### src/rtl/lpc_pkg.sv
// Shared widths and FSM state encoding for the LPC autocorrelation engine.
package lpc_pkg;
  localparam int SAMPLE_W = 16;
  localparam int PROD_W   = 34;
  localparam int MAC_W    = SAMPLE_W + 1;
  localparam int LAG_W    = 4;

  typedef enum logic [2:0] {IDLE, REQ, WAIT, MAC, OUT} state_t;
endpackage

### src/rtl/lpc_mac.sv
// Shared 17x17 signed multiplier and accumulate adder, time-multiplexed across lags.
module lpc_mac
  import lpc_pkg::*;
#(
  parameter int ACC_W = 42
) (
  input  logic signed [MAC_W-1:0] a,
  input  logic signed [MAC_W-1:0] b,
  input  logic signed [ACC_W-1:0] acc_in,
  input  logic                    clr,
  output logic signed [ACC_W-1:0] acc_nxt
);
  logic signed [PROD_W-1:0] prod;

  assign prod    = a * b;
  assign acc_nxt = (clr ? '0 : acc_in) + {{(ACC_W-PROD_W){prod[PROD_W-1]}}, prod};
endmodule

### src/rtl/lpc_autocorr.sv
// Frame autocorrelation r[0..ORDER] over FIFO-fed 16-bit samples, lags streamed out per frame.
// Define LPC_AUTOCORR_PREEMPH_EN to pre-emphasise each captured sample before the MAC.
module lpc_autocorr
  import lpc_pkg::*;
#(
  parameter int FRAME_LEN = 256,
  parameter int ORDER     = 10,
  parameter int ACC_W     = 42
) (
  input  logic                       clk,
  input  logic                       rst_n,
  input  logic                       src_avail,
  output logic                       req_out,
  input  logic signed [SAMPLE_W-1:0] sample_in,
  input  logic                       sample_v_in,
  output logic signed [ACC_W-1:0]    r_out,
  output logic [LAG_W-1:0]           r_lag,
  output logic                       r_v_out,
  output logic                       frame_done,
  output logic                       err_out
);
  localparam int N_W   = $clog2(FRAME_LEN) + 1;
  localparam int IDX_W = $clog2(ORDER + 1);

  state_t                  state, state_nxt;
  logic [LAG_W-1:0]        k, j, j_nxt;
  logic [N_W-1:0]          n;
  logic signed [MAC_W-1:0] hist [0:ORDER];  // hist[0] is the current sample x
  logic signed [MAC_W-1:0] y;
  logic signed [ACC_W-1:0] acc [0:ORDER];
  logic signed [ACC_W-1:0] mac_sum;
  logic                    k_last, j_last, frame_end;
  logic                    req_nxt, rv_nxt, fd_nxt;

  assign k_last    = (k == LAG_W'(ORDER));
  assign j_last    = (j == LAG_W'(ORDER));
  assign frame_end = (n == N_W'(FRAME_LEN - 1));

`ifdef LPC_AUTOCORR_PREEMPH_EN
  logic signed [SAMPLE_W-1:0] p;
  // p tracks the previous raw sample and deliberately survives frame boundaries
  always_ff @(posedge clk or negedge rst_n)
    if (!rst_n)                          p <= '0;
    else if (state == WAIT && sample_v_in) p <= sample_in;
  assign y = MAC_W'(sample_in) - MAC_W'(p) + MAC_W'(p >>> 5);
`else
  assign y = MAC_W'(sample_in);
`endif

  lpc_mac #(.ACC_W(ACC_W)) u_mac (
    .a      (hist[0]),
    .b      (hist[k[IDX_W-1:0]]),
    .acc_in (acc[k[IDX_W-1:0]]),
    .clr    (n == '0),
    .acc_nxt(mac_sum)
  );

  always_ff @(posedge clk or negedge rst_n)
    if (!rst_n) state <= IDLE;
    else        state <= state_nxt;

  always_comb begin
    state_nxt = state;
    case (state)
      IDLE:    if (src_avail) state_nxt = REQ;
      REQ:     state_nxt = WAIT;
      WAIT:    if (sample_v_in) state_nxt = MAC;
      MAC:     if (k_last) state_nxt = frame_end ? OUT : IDLE;
      OUT:     if (j_last) state_nxt = IDLE;
      default: state_nxt = IDLE;
    endcase
  end

  // Outputs are registered from the next state so they line up with the state they describe
  always_comb begin
    j_nxt   = (state == OUT) ? j + 1'b1 : '0;
    req_nxt = (state_nxt == REQ);
    rv_nxt  = (state_nxt == OUT);
    fd_nxt  = rv_nxt && (j_nxt == LAG_W'(ORDER));
  end

  always_ff @(posedge clk or negedge rst_n)
    if (!rst_n) begin
      req_out    <= 1'b0;
      r_v_out    <= 1'b0;
      frame_done <= 1'b0;
      r_out      <= '0;
      r_lag      <= '0;
      j          <= '0;
      err_out    <= 1'b0;
    end else begin
      req_out    <= req_nxt;
      r_v_out    <= rv_nxt;
      frame_done <= fd_nxt;
      r_out      <= rv_nxt ? acc[j_nxt[IDX_W-1:0]] : '0;
      r_lag      <= rv_nxt ? j_nxt : '0;
      j          <= j_nxt;
      if (sample_v_in && state != WAIT) err_out <= 1'b1;
    end

  always_ff @(posedge clk or negedge rst_n)
    if (!rst_n) begin
      k <= '0;
      n <= '0;
      for (int i = 0; i <= ORDER; i++) begin
        hist[i] <= '0;
        acc[i]  <= '0;
      end
    end else begin
      case (state)
        WAIT: if (sample_v_in) begin
          hist[0] <= y;
          k       <= '0;
        end
        MAC: begin
          acc[k[IDX_W-1:0]] <= mac_sum;
          k <= k_last ? '0 : k + 1'b1;
          if (k_last) begin
            for (int i = ORDER; i >= 1; i--) hist[i] <= hist[i-1];
            n <= n + 1'b1;
          end
        end
        OUT: if (j_last) begin
          n <= '0;
          for (int i = 0; i <= ORDER; i++) begin
            hist[i] <= '0;
            acc[i]  <= '0;
          end
        end
        default: ;
      endcase
    end
endmodule

### config.mk
export PLATFORM = sky130hd
export DESIGN_NAME = lpc_autocorr
export DESIGN_NICKNAME = d
export VERILOG_FILES = /design/src/rtl/lpc_pkg.sv /design/src/rtl/lpc_mac.sv /design/src/rtl/lpc_autocorr.sv
export SDC_FILE = /design/constraint.sdc
export NUM_CORES = 2
export LEC_CHECK = 0
export ABC_AREA = 0
export ABC_CLOCK_PERIOD_IN_PS = 26100
export BUFFER_PORTS_ARGS = -buffer_cell sky130_fd_sc_hd__buf_2
export CAP_MARGIN = 20
export CORE_MARGIN = 2
export CORE_UTILIZATION = 25
export DETAILED_ROUTE_END_ITERATION = 8
export SYNTH_ARGS = -nofsm -noshare
export SYNTH_HDL_FRONTEND = slang
export SYNTH_SLANG_ARGS = --single-unit
### constraint.sdc
create_clock -name clk -period 26.1 [get_ports clk]
set_input_delay 3.915 -clock clk [delete_from_list [all_inputs] [get_ports clk]]
set_output_delay 3.915 -clock clk [all_outputs]
set_load 0.05 [all_outputs]
# After elaboration in Yosys (flattened, before gate mapping)
# Index checks and enable logic that the tools add are counted.
# totals
ff_bits,719
latch_bits,0
ramBits,0
romBits,0
inputBits,20
out_inout_bits,50
word_cells,103
memories,0
# op_classes
addsub,4
n_mul,1
n_div,0
magnitude_cmp,3
eq_ne,14
shifts,0
n_mux,35
bitwise_logic,2
reduce_logical,12
# ops
operator,n
$pmux W462 S2,1
$bwmux W462,1
$mux W462,1
$pmux W170 S2,1
$bmux W42 S4,2
$mux W42,7
$mux W187,1
$mux W170,1
$demux W42 S4,1
$bmux W17 S4,1
$mux W17,3
$add A42 B42 Y42,1
$mul A17 B17 Y34,1
$pmux W17 S2,1
$mux W9,2
$pmux W9 S2,1
$mux W4,4
$mux W3,5
$pmux W3 S5,1
$eq A4 B4 Y1 const B,3
$ge A5 B5 Y1 const B,2
$not A4 Y5,2
$add A9 B1 Y9 const B,1
$eq A9 B8 Y1 const B,1
other kinds (14),26

# Longest topological paths before layout
# depth
word_depth,8
ltp_mapped,43
depth_no_buf,37

# By module
# From an unflattened synthesis, not the netlist that was laid out.
# hier_totals
hier_cells,4597
hier_area_um2,47785.8
# by_module_without_submodules
module,instances,cells_each,area_each_um2,seq_area_each_um2
lpc_autocorr,1,3077,34515.6,17717.0
lpc_mac,1,1520,13270.2,0.0

# Worst setup path after synthesis
# No wires, ideal clock.
# synth_path
kind,register -> register
start,register k[0]
end,register acc[123] in the netlist's numbering
setup_ns,0.132
arrival_ns,9.003
t_required_ns,25.968
path_slack_ns,16.964
stages_incl_launch_ff,41
n_path_buf,7
synth_period_minus_slack_ns,9.136
path_cell_list,dfrtp_1 buf_2 buf_4 buf_4 buf_2 mux2i_1 nor2_1 a31oi_1 o22ai_1 clkbuf_1 nand2_1 inv_1 fa_1 inv_1 fa_1 inv_1 fa_1 fa_1 [5 not listed] clkbuf_1 a21oi_1 o21ai_1 a31o_2 or3_1 a31o_2 a2111o_1 nand3_1 ha_1 a21o_1 a21oi_1 o21bai_1 a21o_1 a21oi_1 a31oi_1 xnor2_1 clkbuf_1 o21ai_1
# synth_between
elab_chain_len,8
word_cells_on_any_way,17
classes_between,add/sub: 1; mul: 1; order compare: 2; mux: 11; bitwise: 1; reduce/logical: 1
# synth_rtl
item,line_no,rtl
start: declaration,lpc_autocorr.sv:26,"logic [LAG_W-1:0] k, j, j_nxt;"
start signal: assignment,lpc_autocorr.sv:117,k <= k_last ? '0 : k + 1'b1;
$not A4 Y5 (implied by the code) *,"lpc_autocorr.sv:52, lpc_autocorr.sv:53, lpc_autocorr.sv:116",
$bmux W17 S4 or $bmux W42 S4 (tied branches),"lpc_autocorr.sv:52, lpc_autocorr.sv:53",
$mux W17 (implied by the code) or $mux W42 (tied branches) (2 in series),"lpc_autocorr.sv:52, lpc_autocorr.sv:53",
$mul A17 B17 Y34 or $mux W42 (tied branches),"lpc_mac.sv:15, lpc_mac.sv:16",
$add A42 B42 Y42,lpc_mac.sv:16,"assign acc_nxt = (clr ? '0 : acc_in) + {{(ACC_W-PROD_W){prod[PROD_W-1]}}, prod};"
$bwmux W462 *,lpc_autocorr.sv:116,acc[k[IDX_W-1:0]] <= mac_sum;
$pmux W462 S2 *,lpc_autocorr.sv:110,case (state)
end signal: indexed assignment,lpc_autocorr.sv:116,
end: declaration,lpc_autocorr.sv:30,logic signed [ACC_W-1:0] acc [0:ORDER];
# Every way passes the cells marked *; elsewhere a longest branch is shown, timed or not. The select of a mux whose other input is x is not followed.
# A chain may end at the register's enable or synchronous reset.

# Worst setup path after layout
# layout_path
start,register k[1]
end,register acc[374] in the netlist's numbering
# The elaborated chain is that of the path after synthesis.

==> qor.yml <==
clock_tree:
  cts-buffers-inserted: 79
  cts_setup_buffers: 0
  cts_root_buf: "clkbuf_16"
  htreeDepth: 3
  clock_path_buffers: 3
  cts_resized: 0
  cts.sinks: 708
  hold_buffers: 0
  cts.clk_slew.worst_paths_ps: 60
  cts_tree: "built"
  worstSkewPairLatency_ps: 690
setup_path:
  cp_top_family: "adder cells"
  crit_buf_inv: 7
  cp_common_cell: "fa_1"
  path_class: "reg2reg"
  cp_slowest_stage_delay_ps: 890
  startpoint_type: "flop"
  required_ps: 26710
  slowest_stage: "xnor2_1"
  cp-end-kind: "flop"
  cp.arrival_ps: 12680
  crit_fanout: 51
global_routing:
  grt_max_degree: 200
  grt-ovfl-total: 0
  grtUsageTotal: 0.1622
  grt_pass1_wl_mm: 240.1
  antenna_found_initial: 1
  grt_pass1_vias: 37630
cells_and_area:
  mostFrequentLayoutCells: "703 x dfrtp_1, 563 x a22o_1, 390 x nand2_1"
  antenna_cells: 0
  fin_nets: 4697
  final_common_cell: "dfrtp_1"
  stdcell_area_um2: 52570
  final_layout_size_suffix_gt1_frac: 0.1135
  areaGrowthSynthToFinish_pct: 12.18
logic_synthesis:
  ys_ff_latch: 708
  synth_cells: 4401
  avgSynthCellArea_um2: 10.65
  yosysUniqueCellTypes: 75
  synth_nets: 4839
  synth_area_um2: 46870
  yosysWarnings: 0
  synthArstFlopShare: 1.000
  ys.flop_type: "dfrtp_1"
  synth_edf_count: 0
  ys_seq_area_frac: 0.3780
sta:
  post-route-period-util: 0.4624
  finalHoldViolCount: 0
  final_max_slew_viol_count: 0
  fmax_ghz: 0.08286
  setup_viol: 0
  finalClockSkew_ps: 36.10
  rsz0062_at_grt: "no"
  fin_setup_tns_ps: 0
  min_period_ps: 12070
  relSlewSlack: 0.2393
  max_slew.worst_pin.slew_ps: 1141
placement:
  hpwlAfterDp_mm: 91.22
  dpl_cell_area_um2: 49830
  gp_congestion: 0.8704
  port_buffers: 69
job:
  maxCapViolCount: 0
worst_hold_path:
  hp-class: "reg2reg"
routing:
  routed_wl_mm: 156.1
  drc: 0
  ant_nets: 0
  routedWlPerCell_um: 22.96
  dr.pass1.iters: 7
  drtIter0Drc: 4025
  via_per_inst: 5.362
  route.vias.total: 36450
floorplan:
  die_h_um: 437.0
  fp.dieW_um: 437.0
  ios: 70
  rows: 158
  start_util: 0.2522
  core-area_um2: 185800
  die-area_um2: 190900
status:
  status: "complete, no violations"
==> worst paths after layout <==
check / startpoint / end / slack (ps) / depth (start not counted)
min reg2reg: err_out$_DFFE_PN0P_ / err_out$_DFFE_PN0P_ / 470 / 1
max in group asynchronous: rst_n / acc[14]$_DFFE_PN0P_ / 19250 / 5
max: k[1]$_DFFE_PN0P_ / acc[374]$_DFFE_PN0P_ / 14030 / 36
min in group asynchronous: rst_n / r_v_out$_DFF_PN0_ / 3190 / 1
min: err_out$_DFFE_PN0P_ / err_out$_DFFE_PN0P_ / 470 / 1
max reg2reg: k[1]$_DFFE_PN0P_ / acc[374]$_DFFE_PN0P_ / 14030 / 36
==> final cells by class <==
class / instances / area (um^2)
Fill cell: 19250 / 133300
Multi-Input combinational cell: 2977 / 26660
Sequential cell: 708 / 17730
Tap cell: 2480 / 3103
Clock buffer: 106 / 2261
Inverter: 322 / 1214
Timing Repair Buffer: 171 / 1180
Clock inverter: 34 / 424.2
==> cells by family (layout without fill, tap and decap cells) <==
group,after synthesis,count (layout),share of synthesized area
AOI/OAI and AO/OA,1335,1335,0.2139
xor gates and xnor gates,73,73,0.01415
adders and majority gates,418,418,0.1577
buffers and inverters,716,633,0.05881
DFF,708,708,0.3780
muxes,277,277,0.09013
and+or+nand+nor,874,874,0.08722
==> cell usage after synthesis (18+ instances only) <==
cell | number | area, um^2
and2_1 | 212 | 1326
o21ai_1 | 52 | 260.3
a21oi_1 | 210 | 1051
nand4_1 | 18 | 112.6
nor2_1 | 149 | 559.3
a31oi_1 | 53 | 331.6
ha_1 | 130 | 1627
nand2_1 | 392 | 1471
a22o_1 | 563 | 4931
o22ai_1 | 58 | 362.9
fa_1 | 288 | 5766
xnor2_1 | 45 | 394.1
clkbuf_1 | 327 | 1227
dfrtp_1 | 708 | 17720
nand3_1 | 19 | 95.09
buf_1 | 25 | 93.84
mux4_2 | 116 | 2613
o21ai_0 | 54 | 270.3
inv_1 | 321 | 1205
buf_2 | 37 | 185.2
a221oi_1 | 86 | 753.2
mux2i_1 | 161 | 1612
a21o_1 | 29 | 217.7
xor2_1 | 26 | 227.7
a211oi_1 | 144 | 1081
nor3_1 | 23 | 115.1
==> flip-flops by register name, summed over array words and instances (netlist names) <==
register,count
acc,462
err_out,1
frame_done,1
hist,176
j,4
k,4
n,9
r_lag,4
r_out,42
r_v_out,1
req_out,1
state,3
==> worst register-to-register path: cells and delay by family (launching register included) <==
family          cells  cell delay (ps)
fa+ha+maj           8             3800
xor+xnor            2             1180
simple gates        4              620
mux                 2              740
compound gates     13             2890
buf+inv             7             2010
flops               1              760
==> metrics by stage <==
step | instances | util | setup slack (ps) | hold slack, ps
2_1_floorplan | 4401 | - | 16960 | 457.8
3_3_place_gp | 6646 | 0.2680 | 14150 | 439.9
3_5_place_dp | 6650 | 0.2681 | 14280 | 449.1
4_1_cts | 6790 | 0.2826 | 14220 | 465.0
5_1_grt | 6798 | 0.2829 | 13470 | 495.1
6_report | 6798 | 0.2829 | 14030 | 466.4
==> routing by layer <==
layer,global-route usage,wire length [um],vias up
met5,0,0,-
met4,0.08548,8967,0
met3,0.03138,12810,416
met2,0.2589,72180,1728
met1,0.2076,62110,18760
li1,-,-,15550
Power is not shown: default switching activity piles up to over one toggle a cycle in this logic, so the estimate is an artifact.
